--- src/rtl/ir_pkg.sv ---
// Shared NEC infrared definitions for the IR transmit and receive paths:
// nominal segment lengths at 50 MHz, the receiver's acceptance windows,
// carrier timing and the one-hot transmitter state encoding.
package ir_pkg;

  // Nominal NEC segment lengths in 50 MHz clock cycles
  localparam int NEC_LEAD_MARK_CYC  = 450000;  // 9 ms
  localparam int NEC_LEAD_SPACE_CYC = 225000;  // 4.5 ms
  localparam int NEC_BURST_CYC      = 28000;   // 560 us
  localparam int NEC_ZERO_SPACE_CYC = 28000;   // 560 us
  localparam int NEC_ONE_SPACE_CYC  = 84500;   // 1.69 ms
  localparam int NEC_GAP_CYC        = 500000;  // 10 ms

  // Receiver acceptance windows (roughly +/-20 % around nominal)
  localparam int NEC_LEAD_MARK_MIN  = 360000;
  localparam int NEC_LEAD_MARK_MAX  = 540000;
  localparam int NEC_LEAD_SPACE_MIN = 180000;
  localparam int NEC_LEAD_SPACE_MAX = 270000;
  localparam int NEC_BURST_MIN      = 22400;
  localparam int NEC_BURST_MAX      = 33600;
  localparam int NEC_ZERO_SPACE_MIN = 22400;
  localparam int NEC_ZERO_SPACE_MAX = 33600;
  localparam int NEC_ONE_SPACE_MIN  = 67600;
  localparam int NEC_ONE_SPACE_MAX  = 101400;

  // ~38 kHz carrier with roughly 1/3 duty
  localparam int NEC_CARRIER_DIV    = 1316;
  localparam int NEC_CARRIER_HIGH   = 439;

  // Transmitter states, one-hot like the receiver FSM
  typedef enum logic [6:0] {
    S_IDLE       = 7'b0000001,
    S_LEAD_MARK  = 7'b0000010,
    S_LEAD_SPACE = 7'b0000100,
    S_BIT_MARK   = 7'b0001000,
    S_BIT_SPACE  = 7'b0010000,
    S_STOP_MARK  = 7'b0100000,
    S_GAP        = 7'b1000000
  } ir_tx_state_e;

  // Larger of two integers, for sizing counters from timing parameters
  function automatic int ir_max(input int a, input int b);
    return (a > b) ? a : b;
  endfunction

endpackage

--- src/rtl/ir_tx_if.sv ---
// Frame request channel into the IR transmitter: address and command
// qualified by a valid/ready handshake.
interface ir_tx_if;
  logic       valid_i;
  logic       ready_o;
  logic [7:0] addr_i;
  logic [7:0] cmd_i;

  // Requester side
  modport master (
    output valid_i,
    output addr_i,
    output cmd_i,
    input  ready_o
  );

  // Transmitter side
  modport slave (
    input  valid_i,
    input  addr_i,
    input  cmd_i,
    output ready_o
  );
endinterface

--- src/rtl/ir_carrier_gen.sv ---
// Carrier generator for the modulated LED drive. The period counter free-runs
// 0..CARRIER_DIV-1 and is forced back to 0 whenever a mark begins, so every
// mark opens with the high part of the carrier. carrier_o is registered and
// reflects the cycle the counter is entering.
module ir_carrier_gen
  import ir_pkg::*;
#(
  parameter int CARRIER_DIV  = NEC_CARRIER_DIV,
  parameter int CARRIER_HIGH = NEC_CARRIER_HIGH
) (
  input  logic clk_i,
  input  logic rst_i,
  input  logic restart_i,  // next cycle is the first cycle of a mark
  input  logic en_i,       // next cycle is inside a mark
  output logic carrier_o
);

  localparam int CW = (CARRIER_DIV > 1) ? $clog2(CARRIER_DIV) : 1;
  localparam logic [CW-1:0] LAST_CNT  = CW'(CARRIER_DIV - 1);
  localparam logic [CW:0]   HIGH_CNT  = (CW + 1)'(CARRIER_HIGH);

  logic [CW-1:0] cnt_q;
  logic [CW-1:0] cnt_d;

  // Next carrier phase: wrap at the end of the period, restart at a mark
  always_comb begin
    cnt_d = cnt_q + 1'b1;
    if (restart_i || (cnt_q == LAST_CNT)) begin
      cnt_d = '0;
    end
  end

  // Phase counter and gated carrier output
  always_ff @(posedge clk_i or posedge rst_i) begin
    if (rst_i) begin
      cnt_q     <= '0;
      carrier_o <= 1'b0;
    end else begin
      cnt_q     <= cnt_d;
      carrier_o <= en_i && ({1'b0, cnt_d} < HIGH_CNT);
    end
  end

endmodule

--- src/rtl/ir_tx.sv ---
// NEC infrared frame transmitter. A request latches {addr, ~addr, cmd, ~cmd}
// and the frame is sent MSB-first as leader mark/space, 32 pulse-distance
// bits, a stop mark and a minimum idle gap. ir_o is the demodulated envelope
// (mark = 0); ir_mod_o is the carrier-gated LED drive (1 = LED on).
module ir_tx
  import ir_pkg::*;
#(
  parameter int LEAD_MARK_CYC  = NEC_LEAD_MARK_CYC,
  parameter int LEAD_SPACE_CYC = NEC_LEAD_SPACE_CYC,
  parameter int BURST_CYC      = NEC_BURST_CYC,
  parameter int ZERO_SPACE_CYC = NEC_ZERO_SPACE_CYC,
  parameter int ONE_SPACE_CYC  = NEC_ONE_SPACE_CYC,
  parameter int GAP_CYC        = NEC_GAP_CYC,
  parameter int CARRIER_DIV    = NEC_CARRIER_DIV,
  parameter int CARRIER_HIGH   = NEC_CARRIER_HIGH
) (
  input  logic      clk_i,
  input  logic      rst_i,
  ir_tx_if.slave    req,
  output logic      ir_o,
  output logic      ir_mod_o,
  output logic      done_o
);

  // Segment counter must hold the longest segment length minus one
  localparam int MAX_SEG = ir_max(ir_max(ir_max(LEAD_MARK_CYC, LEAD_SPACE_CYC),
                                         ir_max(BURST_CYC, ZERO_SPACE_CYC)),
                                  ir_max(ONE_SPACE_CYC, GAP_CYC));
  localparam int CNT_W   = $clog2(MAX_SEG + 1);

  localparam logic [CNT_W-1:0] LEAD_MARK_LAST  = CNT_W'(LEAD_MARK_CYC - 1);
  localparam logic [CNT_W-1:0] LEAD_SPACE_LAST = CNT_W'(LEAD_SPACE_CYC - 1);
  localparam logic [CNT_W-1:0] BURST_LAST      = CNT_W'(BURST_CYC - 1);
  localparam logic [CNT_W-1:0] ZERO_LAST       = CNT_W'(ZERO_SPACE_CYC - 1);
  localparam logic [CNT_W-1:0] ONE_LAST        = CNT_W'(ONE_SPACE_CYC - 1);
  localparam logic [CNT_W-1:0] GAP_LAST        = CNT_W'(GAP_CYC - 1);

  ir_tx_state_e     state_q;
  logic [CNT_W-1:0] cnt_q;
  logic [4:0]       bit_cnt_q;
  logic [31:0]      frame_q;

  logic [CNT_W-1:0] seg_last;
  logic             seg_end;
  logic             accept;
  logic             in_mark;
  logic             enter_mark;
  logic             mark_next;

  // Last counter value of the segment the current state is timing
  always_comb begin
    seg_last = '0;
    case (state_q)
      S_LEAD_MARK:             seg_last = LEAD_MARK_LAST;
      S_LEAD_SPACE:            seg_last = LEAD_SPACE_LAST;
      S_BIT_MARK, S_STOP_MARK: seg_last = BURST_LAST;
      S_BIT_SPACE:             seg_last = frame_q[31] ? ONE_LAST : ZERO_LAST;
      S_GAP:                   seg_last = GAP_LAST;
      default:                 seg_last = '0;
    endcase
  end

  assign seg_end = (cnt_q == seg_last);
  assign accept  = req.valid_i && req.ready_o;
  assign in_mark = (state_q == S_LEAD_MARK) || (state_q == S_BIT_MARK) ||
                   (state_q == S_STOP_MARK);

  // A mark begins after an accepted request or at the end of any space that
  // is followed by a mark (leader space, every bit space).
  assign enter_mark = accept ||
                      (seg_end && ((state_q == S_LEAD_SPACE) || (state_q == S_BIT_SPACE)));
  assign mark_next  = enter_mark || (in_mark && !seg_end);

  // Frame sequencer with registered envelope, ready and done outputs
  always_ff @(posedge clk_i or posedge rst_i) begin
    if (rst_i) begin
      state_q     <= S_IDLE;
      cnt_q       <= '0;
      bit_cnt_q   <= '0;
      frame_q     <= '0;
      ir_o        <= 1'b1;
      done_o      <= 1'b0;
      req.ready_o <= 1'b1;
    end else begin
      ir_o   <= !mark_next;
      done_o <= 1'b0;
      cnt_q  <= cnt_q + 1'b1;
      case (state_q)
        S_IDLE: begin
          cnt_q       <= '0;
          req.ready_o <= 1'b1;
          if (accept) begin
            frame_q     <= {req.addr_i, ~req.addr_i, req.cmd_i, ~req.cmd_i};
            bit_cnt_q   <= '0;
            state_q     <= S_LEAD_MARK;
            req.ready_o <= 1'b0;
          end
        end
        S_LEAD_MARK: begin
          if (seg_end) begin
            cnt_q   <= '0;
            state_q <= S_LEAD_SPACE;
          end
        end
        S_LEAD_SPACE: begin
          if (seg_end) begin
            cnt_q   <= '0;
            state_q <= S_BIT_MARK;
          end
        end
        S_BIT_MARK: begin
          if (seg_end) begin
            cnt_q   <= '0;
            state_q <= S_BIT_SPACE;
          end
        end
        S_BIT_SPACE: begin
          if (seg_end) begin
            cnt_q     <= '0;
            frame_q   <= {frame_q[30:0], 1'b0};
            bit_cnt_q <= bit_cnt_q + 5'd1;
            state_q   <= (bit_cnt_q == 5'd31) ? S_STOP_MARK : S_BIT_MARK;
          end
        end
        S_STOP_MARK: begin
          if (seg_end) begin
            cnt_q   <= '0;
            state_q <= S_GAP;
            done_o  <= 1'b1;
          end
        end
        S_GAP: begin
          if (seg_end) begin
            cnt_q       <= '0;
            state_q     <= S_IDLE;
            req.ready_o <= 1'b1;
          end
        end
        default: begin
          cnt_q       <= '0;
          state_q     <= S_IDLE;
          req.ready_o <= 1'b1;
        end
      endcase
    end
  end

  ir_carrier_gen #(
    .CARRIER_DIV  (CARRIER_DIV),
    .CARRIER_HIGH (CARRIER_HIGH)
  ) u_carrier (
    .clk_i     (clk_i),
    .rst_i     (rst_i),
    .restart_i (enter_mark),
    .en_i      (mark_next),
    .carrier_o (ir_mod_o)
  );

endmodule
--- src/flat_wrapper.sv ---
// flat-port wrapper written by rule: the top's interface ports become plain ports
module ir_tx_flat import ir_pkg::*;
#(
  parameter int LEAD_MARK_CYC  = NEC_LEAD_MARK_CYC,
  parameter int LEAD_SPACE_CYC = NEC_LEAD_SPACE_CYC,
  parameter int BURST_CYC      = NEC_BURST_CYC,
  parameter int ZERO_SPACE_CYC = NEC_ZERO_SPACE_CYC,
  parameter int ONE_SPACE_CYC  = NEC_ONE_SPACE_CYC,
  parameter int GAP_CYC        = NEC_GAP_CYC,
  parameter int CARRIER_DIV    = NEC_CARRIER_DIV,
  parameter int CARRIER_HIGH   = NEC_CARRIER_HIGH
)
  (clk_i, rst_i, ir_o, ir_mod_o, done_o, req_valid_i, req_addr_i, req_cmd_i, req_ready_o);
  ir_tx_if req_i ();
  input  logic clk_i;
  input  logic rst_i;
  output logic ir_o;
  output logic ir_mod_o;
  output logic done_o;
  input wire logic [$bits(req_i.valid_i)-1:0] req_valid_i;
  input wire logic [$bits(req_i.addr_i)-1:0] req_addr_i;
  input wire logic [$bits(req_i.cmd_i)-1:0] req_cmd_i;
  output wire logic [$bits(req_i.ready_o)-1:0] req_ready_o;
  assign req_i.valid_i = req_valid_i;
  assign req_i.addr_i = req_addr_i;
  assign req_i.cmd_i = req_cmd_i;
  assign req_ready_o = req_i.ready_o;
  ir_tx #(.LEAD_MARK_CYC(LEAD_MARK_CYC), .LEAD_SPACE_CYC(LEAD_SPACE_CYC), .BURST_CYC(BURST_CYC), .ZERO_SPACE_CYC(ZERO_SPACE_CYC), .ONE_SPACE_CYC(ONE_SPACE_CYC), .GAP_CYC(GAP_CYC), .CARRIER_DIV(CARRIER_DIV), .CARRIER_HIGH(CARRIER_HIGH)) u_core (.clk_i(clk_i), .rst_i(rst_i), .req(req_i), .ir_o(ir_o), .ir_mod_o(ir_mod_o), .done_o(done_o));
endmodule
--- config.mk ---
export PLATFORM = sky130hd
export DESIGN_NAME = ir_tx_flat
export DESIGN_NICKNAME = d
export VERILOG_FILES = /design/src/rtl/ir_pkg.sv /design/src/rtl/ir_tx_if.sv /design/src/rtl/ir_carrier_gen.sv /design/src/rtl/ir_tx.sv /design/src/flat_wrapper.sv
export SDC_FILE = /design/constraint.sdc
export NUM_CORES = 1
export LEC_CHECK = 0
export CAP_MARGIN = 5
export CORE_AREA = 4 4 97 99
export CTS_BUF_LIST = sky130_fd_sc_hd__clkbuf_16
export CTS_CLUSTER_DIAMETER = 80
export CTS_CLUSTER_SIZE = 25
export DETAILED_ROUTE_END_ITERATION = 7
export DIE_AREA = 0 0 101 103
export PLACE_DENSITY = 0.73
export SLEW_MARGIN = 20
export SYNTH_ARGS = -nofsm -noshare
export SYNTH_HDL_FRONTEND = slang
export SYNTH_HIERARCHICAL = 1
export SYNTH_SLANG_ARGS = --single-unit
export TNS_END_PERCENT = 1
--- constraint.sdc ---
create_clock -name clk_i -period 3.1 [get_ports clk_i]
set_input_delay 0.62 -clock clk_i [delete_from_list [all_inputs] [get_ports clk_i]]
set_output_delay 0.62 -clock clk_i [all_outputs]
set_load 0.1 [all_outputs]
; After elaboration in Yosys (flattened, before gate mapping)
; Index checks and enable logic that the tools add are counted.
[op_classes]
n_eq_ne = 17
order_cmp = 1
muxes = 25
n_addsub = 3
n_reduce_logical = 19
n_bitwise = 3
[op_table]
columns = operator, count
row1 = 19-bit one-hot mux with 5 select lines, 1
row2 = 32-bit two-way mux, 2
row3 = 32-bit one-hot mux with 2 select lines, 1
row4 = 7-bit two-way mux, 7
row5 = 7-bit one-hot mux with 7 select lines, 1
row6 = 19-bit two-way mux, 2
row7 = "19-bit by 1-bit adder with 19-bit output, second input constant", 1
row8 = 19-bit == test, 1
row9 = 17-bit two-way mux, 1
row10 = 8-bit NOT, 2
row11 = "2-bit by 1-bit != test with 1-bit output, second input constant", 7
row12 = "11-bit by 1-bit adder with 11-bit output, second input constant", 1
row13 = "11-bit == test, second input constant", 1
row14 = "11-bit by 9-bit < comparator with 1-bit output, second input constant", 1
row15 = 11-bit two-way mux, 1
row16 = 5-bit two-way mux, 2
row17 = 5-bit one-hot mux with 2 select lines, 1
row18 = "7-bit by 1-bit == test with 1-bit output, second input constant", 1
row19 = "7-bit by 2-bit == test with 1-bit output, second input constant", 1
row20 = "7-bit by 3-bit == test with 1-bit output, second input constant", 1
row21 = "7-bit by 4-bit == test with 1-bit output, second input constant", 1
row22 = "7-bit by 5-bit == test with 1-bit output, second input constant", 1
row23 = "7-bit by 6-bit == test with 1-bit output, second input constant", 1
row24 = "7-bit == test, second input constant", 1
row25 = 16 further kinds, 28
[totals]
out_inout_bits = 4
regBits = 78

; Longest topological paths before layout
[depth]
depth_word = 10
mapped_depth = 12
depth_no_buf = 11

; By module
; Netlist, hierarchy kept.
[by_module_without_submodules]
columns = mod, n_inst, area_per_inst_um2, cells_per_inst
row1 = ir_tx, 1, 3632.2, 369
row2 = ir_carrier_gen, 1, 770.7, 76

; Least setup slack after synthesis
; Ideal clock, no wire load.
[synth_timing]
path_type = register -> register
start = register u_core.state_q[6]
end = register u_core.u_carrier.carrier_o
period_less_slack_ps = 3212
arrival_time_ps = 3070
path_buffers = 2
setup_time_ps = 142
path_slack_ps = -112
stages_incl_launch_ff = 13
cell_sequence = dfrtp_1 -> or4_4 -> or3_1 -> clkbuf_1 -> mux2i_1 -> nor4_1 -> a21oi_1 -> nand3b_1 -> o31ai_1 -> a31o_2 -> buf_6 -> o41ai_1 -> a41oi_1
[synth_between]
elab_chain_len = 10
elab_cells_between_ends = 21
cone_classes = 1 x order compare / 7 x eq/ne / 2 x mux / 11 x reduce/logical
[synth_rtl]
columns = element, line
row1 = start: declaration, ir_tx.sv:38  ; ir_tx_state_e state_q;
row2 = start signal: assignment, ir_tx.sv:122  ; state_q <= (bit_cnt_q == 5'd31) ? S_STOP_MARK : S_BIT_MARK;
row3 = 7-bit by 6-bit == test with 1-bit output / 7-bit by 4-bit == test with 1-bit output (equally long branches), ir_tx.sv:53  ; case (state_q)
row4 = 2-bit OR reduction, ir_tx.sv:53
row5 = 19-bit one-hot mux with 5 select lines, ir_tx.sv:53
row6 = 19-bit == test, ir_tx.sv:63  ; assign seg_end = (cnt_q == seg_last);
row7 = 1-bit logical AND (*), ir_tx.sv:71  ; (seg_end && ((state_q == S_LEAD_SPACE) || (state_q == S_BIT_SPACE)));
row8 = 1-bit logical OR (*), ir_tx.sv:70  ; assign enter_mark = accept ||
row9 = via u_core.enter_mark, ir_tx.sv:47  ; logic enter_mark;
row10 = 1-bit logical OR, ir_carrier_gen.sv:28  ; if (restart_i || (cnt_q == LAST_CNT)) begin
row11 = 11-bit two-way mux, ir_carrier_gen.sv:28
row12 = 11-bit by 9-bit < comparator with 1-bit output, ir_carrier_gen.sv:40  ; carrier_o <= en_i && ({1'b0, cnt_d} < HIGH_CNT);
row13 = 1-bit logical AND (*), ir_carrier_gen.sv:40
row14 = end signal: assignment, ir_carrier_gen.sv:40
row15 = end: declaration, ir_carrier_gen.sv:15  ; output logic carrier_o
; The timed path passes the listed nets; every way through them passes the cells marked *.
; A chain may end at the register's enable or synchronous reset.

; Worst setup path in the final report
[layout_timing]
start = register u_core.state_q[5]
end = register u_core.frame_q[5]
[layout_between]
elab_chain_len = 6
elab_cells_between_ends = 15
cone_classes = 10 x eq/ne / 2 x mux / 3 x reduce/logical
[layout_rtl]
columns = element, line
row1 = 7-bit by 6-bit == test with 1-bit output / 7-bit by 4-bit == test with 1-bit output (equally long branches), ir_tx.sv:53
row2 = 2-bit OR reduction, ir_tx.sv:53
row3 = 19-bit one-hot mux with 5 select lines, ir_tx.sv:53
row4 = 19-bit == test, ir_tx.sv:63
row5 = 2-bit by 1-bit != test with 1-bit output (no source line), n/a
row6 = 3-bit AND reduction (no source line), n/a
row7 = end signal: assignment, ir_tx.sv:93  ; frame_q <= {req.addr_i, ~req.addr_i, req.cmd_i, ~req.cmd_i};
row8 = end signal: assignment, ir_tx.sv:120  ; frame_q <= {frame_q[30:0], 1'b0};
row9 = end: declaration, ir_tx.sv:41  ; logic [31:0] frame_q;
; Several ways; a longest one is shown, not always the timed one.

==> metrics.md <==
| Metric | Value |
|---|---|
| Run status | finished, violations left |
| Failing checks | setup timing |
| Sequential area share after synthesis | 44.4% |
| Post-Synthesis Net Count | ~470 |
| Total of flip-flops plus latches after synthesis | between 70 and 80 |
| Number of buffers on the longest clock path | 2 |
| Buffers added on ports | 22 |
| Net count reported at finish | about 520 |
| Number of setup violations in the final report | 35 |
| R2R depth | 11 |
| Detail-routed via count per cell | 6.05 |
| Last element of the critical path | u_core/frame_q[5]$_DFFE_PP0P_ |
| Final Cycle Share | 103% |
| Met2 wire len | 5300 um |
| Die extent in y | just over 100 um |
| Area share of the leading cell type in the synthesized netlist | 42.6% |
| Met3 wire len | 416 um |
| Setup repair after global routing missed its margin | yes |
| Die width | just over 100 um |
| Placed inst area | 4940 sq um |
| Max Slew Vio Count | 0 |
| P per Cell Area | 801 nW/um^2 |
| Final core area utilization | 64.0% |
| Wire length of the first global-routing pass | approximately 18000 um |
| Tot GR Track Use | 21.3% |
| CTS root buffer | sky130_fd_sc_hd__clkbuf_16 |
| CTS Hold Bufs | 0 |
| Clock skew | 0.00711 ns |
| Startpoint-to-endpoint class of the critical path | reg -> reg |
| Maxcap violations | 0 |
| Post-synthesis cell area | about 4400 sq um |
| H-tree Lvls | 3 |
| Drc violations | 0 |
| Most instantiated flip-flop cell in the synthesis netlist | sky130_fd_sc_hd__dfrtp_1 |
| Post-Route M1 WL | around 4600 um |
| Hold slack final | 0.521 ns |
| HP Start | u_core/bit_cnt_q[4]$_DFFE_PP0P_ |
| Actual slew at the worst max-slew pin | 0.481 ns |
| Average footprint of a synthesized cell | just under 10 sq um |
| Antenna diodes | 0 |
| Required time of the worst setup path | about 3.4 ns |
| Internal reg-to-reg setup slack | -0.09 ns |
| Standard-cell row count | 34 |
| DP Wirelength | 6980 um |
| Pin count of the biggest net entering global routing | 67 |
| Share of post-route cells with drive strength above 1 | about a quarter |
| Worst setup SP type | flip-flop |
| Overall die area | 10400 sq um |
| Static leakage | 2.31 nW |
| Antenna violations before repair | 0 |
| Count of clock tree sinks | 78 |
| CP Launch Point | u_core/state_q[5]$_DFFE_PP0P_ |
| Endpoint type of the worst setup path | flip-flop |
| Final sum of negative setup slack | -2.23 ns |
| Minimum setup slack in the final design | -0.0894 ns |
| Shortest clock period the worst path allows after layout | 3.19 ns |
| Asr flop ratio synth | 100% |
| Iteration-0 DRC Markers | roughly 300 |
| CTS tree | done |
| Routed wire length | ~11000 um |
| Register clock-pin slew on the reported worst setup and hold paths | 0.06 ns |
| I/O pin total | 23 |
| Initial core utilization | 51.5% |
| Antenna viol nets, final | 0 |
| Total grt overflow | 0 |
| Placer's final routability congestion estimate | 0.944 |
| Cells taking the most area after synthesis | sky130_fd_sc_hd__dfrtp_1 43%, sky130_fd_sc_hd__o221a_2 6.6%, sky130_fd_sc_hd__xor2_1 4.6% |
| EDFF count, synth | 0 |
| Cell area after layout | 5480 sq um |
| Top layer reached by signal wires | met4 |
| Largest fanout on the critical path | 14 |
| Endpoint arrival time on the critical path | 3.46 ns |
| Slew margin rel. | 67.9% |
| Worst reg2reg endpoint | u_core/frame_q[5]$_DFFE_PP0P_ |
| Timing-limited maximum frequency | 314 MHz |
| Synthesized instance count | about 450 |
| Worst r2r src | u_core/state_q[5]$_DFFE_PP0P_ |
| Type of the tightest min-delay check | reg -> reg |
| Layout area overhead | 24.4% |
| Final count of hold timing violations | 0 |
| Total CTS buffers | 9 |
| Post-synth cell types | 67 |
| Detailed-route wire length per cell | around 17 um |
| DRT Pass-1 Iters | 5 |
| Routed via count | 3712 |
| Standard cell core area | 8550 sq um |
| Maximum resistive drop on vdd | 0.318 mV |
| Syn. warnings | 6 |
| Post-synthesis cell type with the largest combined area | sky130_fd_sc_hd__dfrtp_1 |
| Total power of the final layout | 4.39 mW |
| Insertion delay to the later sink of the worst-skew pair | roughly 0.33 ns |
| Commonest non-fill, non-tap cell in the layout | sky130_fd_sc_hd__dfrtp_1 |
| Commonest cells after routing, fill and taps aside | 75 x sky130_fd_sc_hd__dfrtp_1, 51 x sky130_fd_sc_hd__nor2_1, 45 x sky130_fd_sc_hd__buf_4, 38 x sky130_fd_sc_hd__nand2_1 |
| Vias in the first global route | 3620 |
## routing by layer
layer / GRT usage, % / vias to the layer above
met5: 0 / -
met4: 9.10 / 0
met3: 3.52 / 17
met2: 35.1 / 84
met1: 27.7 / 1865
li1: - / 1746
## sequential cells by signal, summed over array words and instances (netlist names)
register                    count
u_core/u_carrier/carrier_o      1
u_core/cnt_q                   19
u_core/done_o                   1
u_core/u_carrier/cnt_q         11
u_core/req.ready_o              1
u_core/bit_cnt_q                5
u_core/frame_q                 32
u_core/state_q                  7
u_core/ir_o                     1
## what timing repair did
| item | in CTS | in global routing |
|---|---|---|
| buffers inserted | 7 | 0 |
| pin swaps | 3 | 3 |
| cloned | 3 | 0 |
| setup endpoints to repair | 40 | 61 |
| gates resized for setup | 8 | 18 |
## critical path, stage by stage, from the launching register on
cell                       delay [ns]
sky130_fd_sc_hd__dfrtp_1         0.39
sky130_fd_sc_hd__or4_4           0.56
sky130_fd_sc_hd__or3_4           0.41
sky130_fd_sc_hd__a21oi_4         0.14
sky130_fd_sc_hd__a211oi_2        0.06
sky130_fd_sc_hd__or4_4           0.55
sky130_fd_sc_hd__nor4b_4         0.25
sky130_fd_sc_hd__buf_4           0.18
sky130_fd_sc_hd__buf_6           0.10
sky130_fd_sc_hd__a21o_4          0.15
sky130_fd_sc_hd__buf_12          0.15
sky130_fd_sc_hd__o221a_2         0.19
## power by group
group          switching (mW)  internal, mW  total, mW
Clock                   0.447         0.552      0.999
Sequential              0.199          1.29       1.49
Combinational           0.937         0.961       1.90
## stage by stage
step	worst slack (ns)	cells
after CTS	-0.0545	614
final	-0.0894	614
after global placement	-0.0704	588
after global routing	-0.198	614
after floorplan	-0.0377	445
after detailed placement	-0.162	588
## cell usage after synthesis (5+ instances only)
| library cell | n |
|---|---|
| sky130_fd_sc_hd__and2_1 | 5 |
| sky130_fd_sc_hd__o221a_1 | 5 |
| sky130_fd_sc_hd__dfrtp_1 | 75 |
| sky130_fd_sc_hd__clkbuf_1 | 12 |
| sky130_fd_sc_hd__nand2_1 | 38 |
| sky130_fd_sc_hd__xor2_1 | 23 |
| sky130_fd_sc_hd__o21ai_0 | 14 |
| sky130_fd_sc_hd__and3_1 | 12 |
| sky130_fd_sc_hd__nor2_1 | 51 |
| sky130_fd_sc_hd__xnor2_1 | 10 |
| sky130_fd_sc_hd__nand3_1 | 18 |
| sky130_fd_sc_hd__mux2i_1 | 5 |
| sky130_fd_sc_hd__nand2b_1 | 18 |
| sky130_fd_sc_hd__nor4_1 | 5 |
| sky130_fd_sc_hd__inv_1 | 9 |
| sky130_fd_sc_hd__buf_2 | 6 |
| sky130_fd_sc_hd__o221a_2 | 26 |
| sky130_fd_sc_hd__nor2b_1 | 6 |
| sky130_fd_sc_hd__a31o_2 | 5 |
| sky130_fd_sc_hd__nor3_1 | 9 |
| sky130_fd_sc_hd__buf_6 | 6 |
## logic make-up after synthesis
family                   count (synthesis)  share of synthesized area, %
AO/OA/AOI/OAI                           90                          17.3
XOR/XNOR                                33                          6.56
adder cells (fa/ha/maj)                  4                          1.14
buffers and inverters                   36                          4.43
flip-flops                              78                          44.4
multiplexers                             5                          1.14
AND/OR/NAND/NOR                        199                          25.0
## final cells by class
class                           count  area (sq um)
Fill cell                         675          3080
Multi-Input combinational cell    331          2380
Sequential cell                    78          1960
Timing Repair Buffer               72           692
Clock buffer                        9           225
Tap cell                          108           135
Clock inverter                      7          57.6
Inverter                            9          33.8
## worst min path at each step
stage                                            to  depth (start not counted)  slack, ns
finish              u_core/bit_cnt_q[4]$_DFFE_PP0P_                          2       0.52
global route        u_core/bit_cnt_q[0]$_DFFE_PP0P_                          1       0.54
CTS                       u_core/cnt_q[0]$_DFF_PP0_                          1       0.51
detailed placement    u_core/frame_q[1]$_DFFE_PP0P_                          1       0.50
global placement          u_core/cnt_q[0]$_DFF_PP0_                          1       0.48
floorplan                 u_core/cnt_q[0]$_DFF_PP0_                          1       0.46
Power figures use the tool's default switching activity.
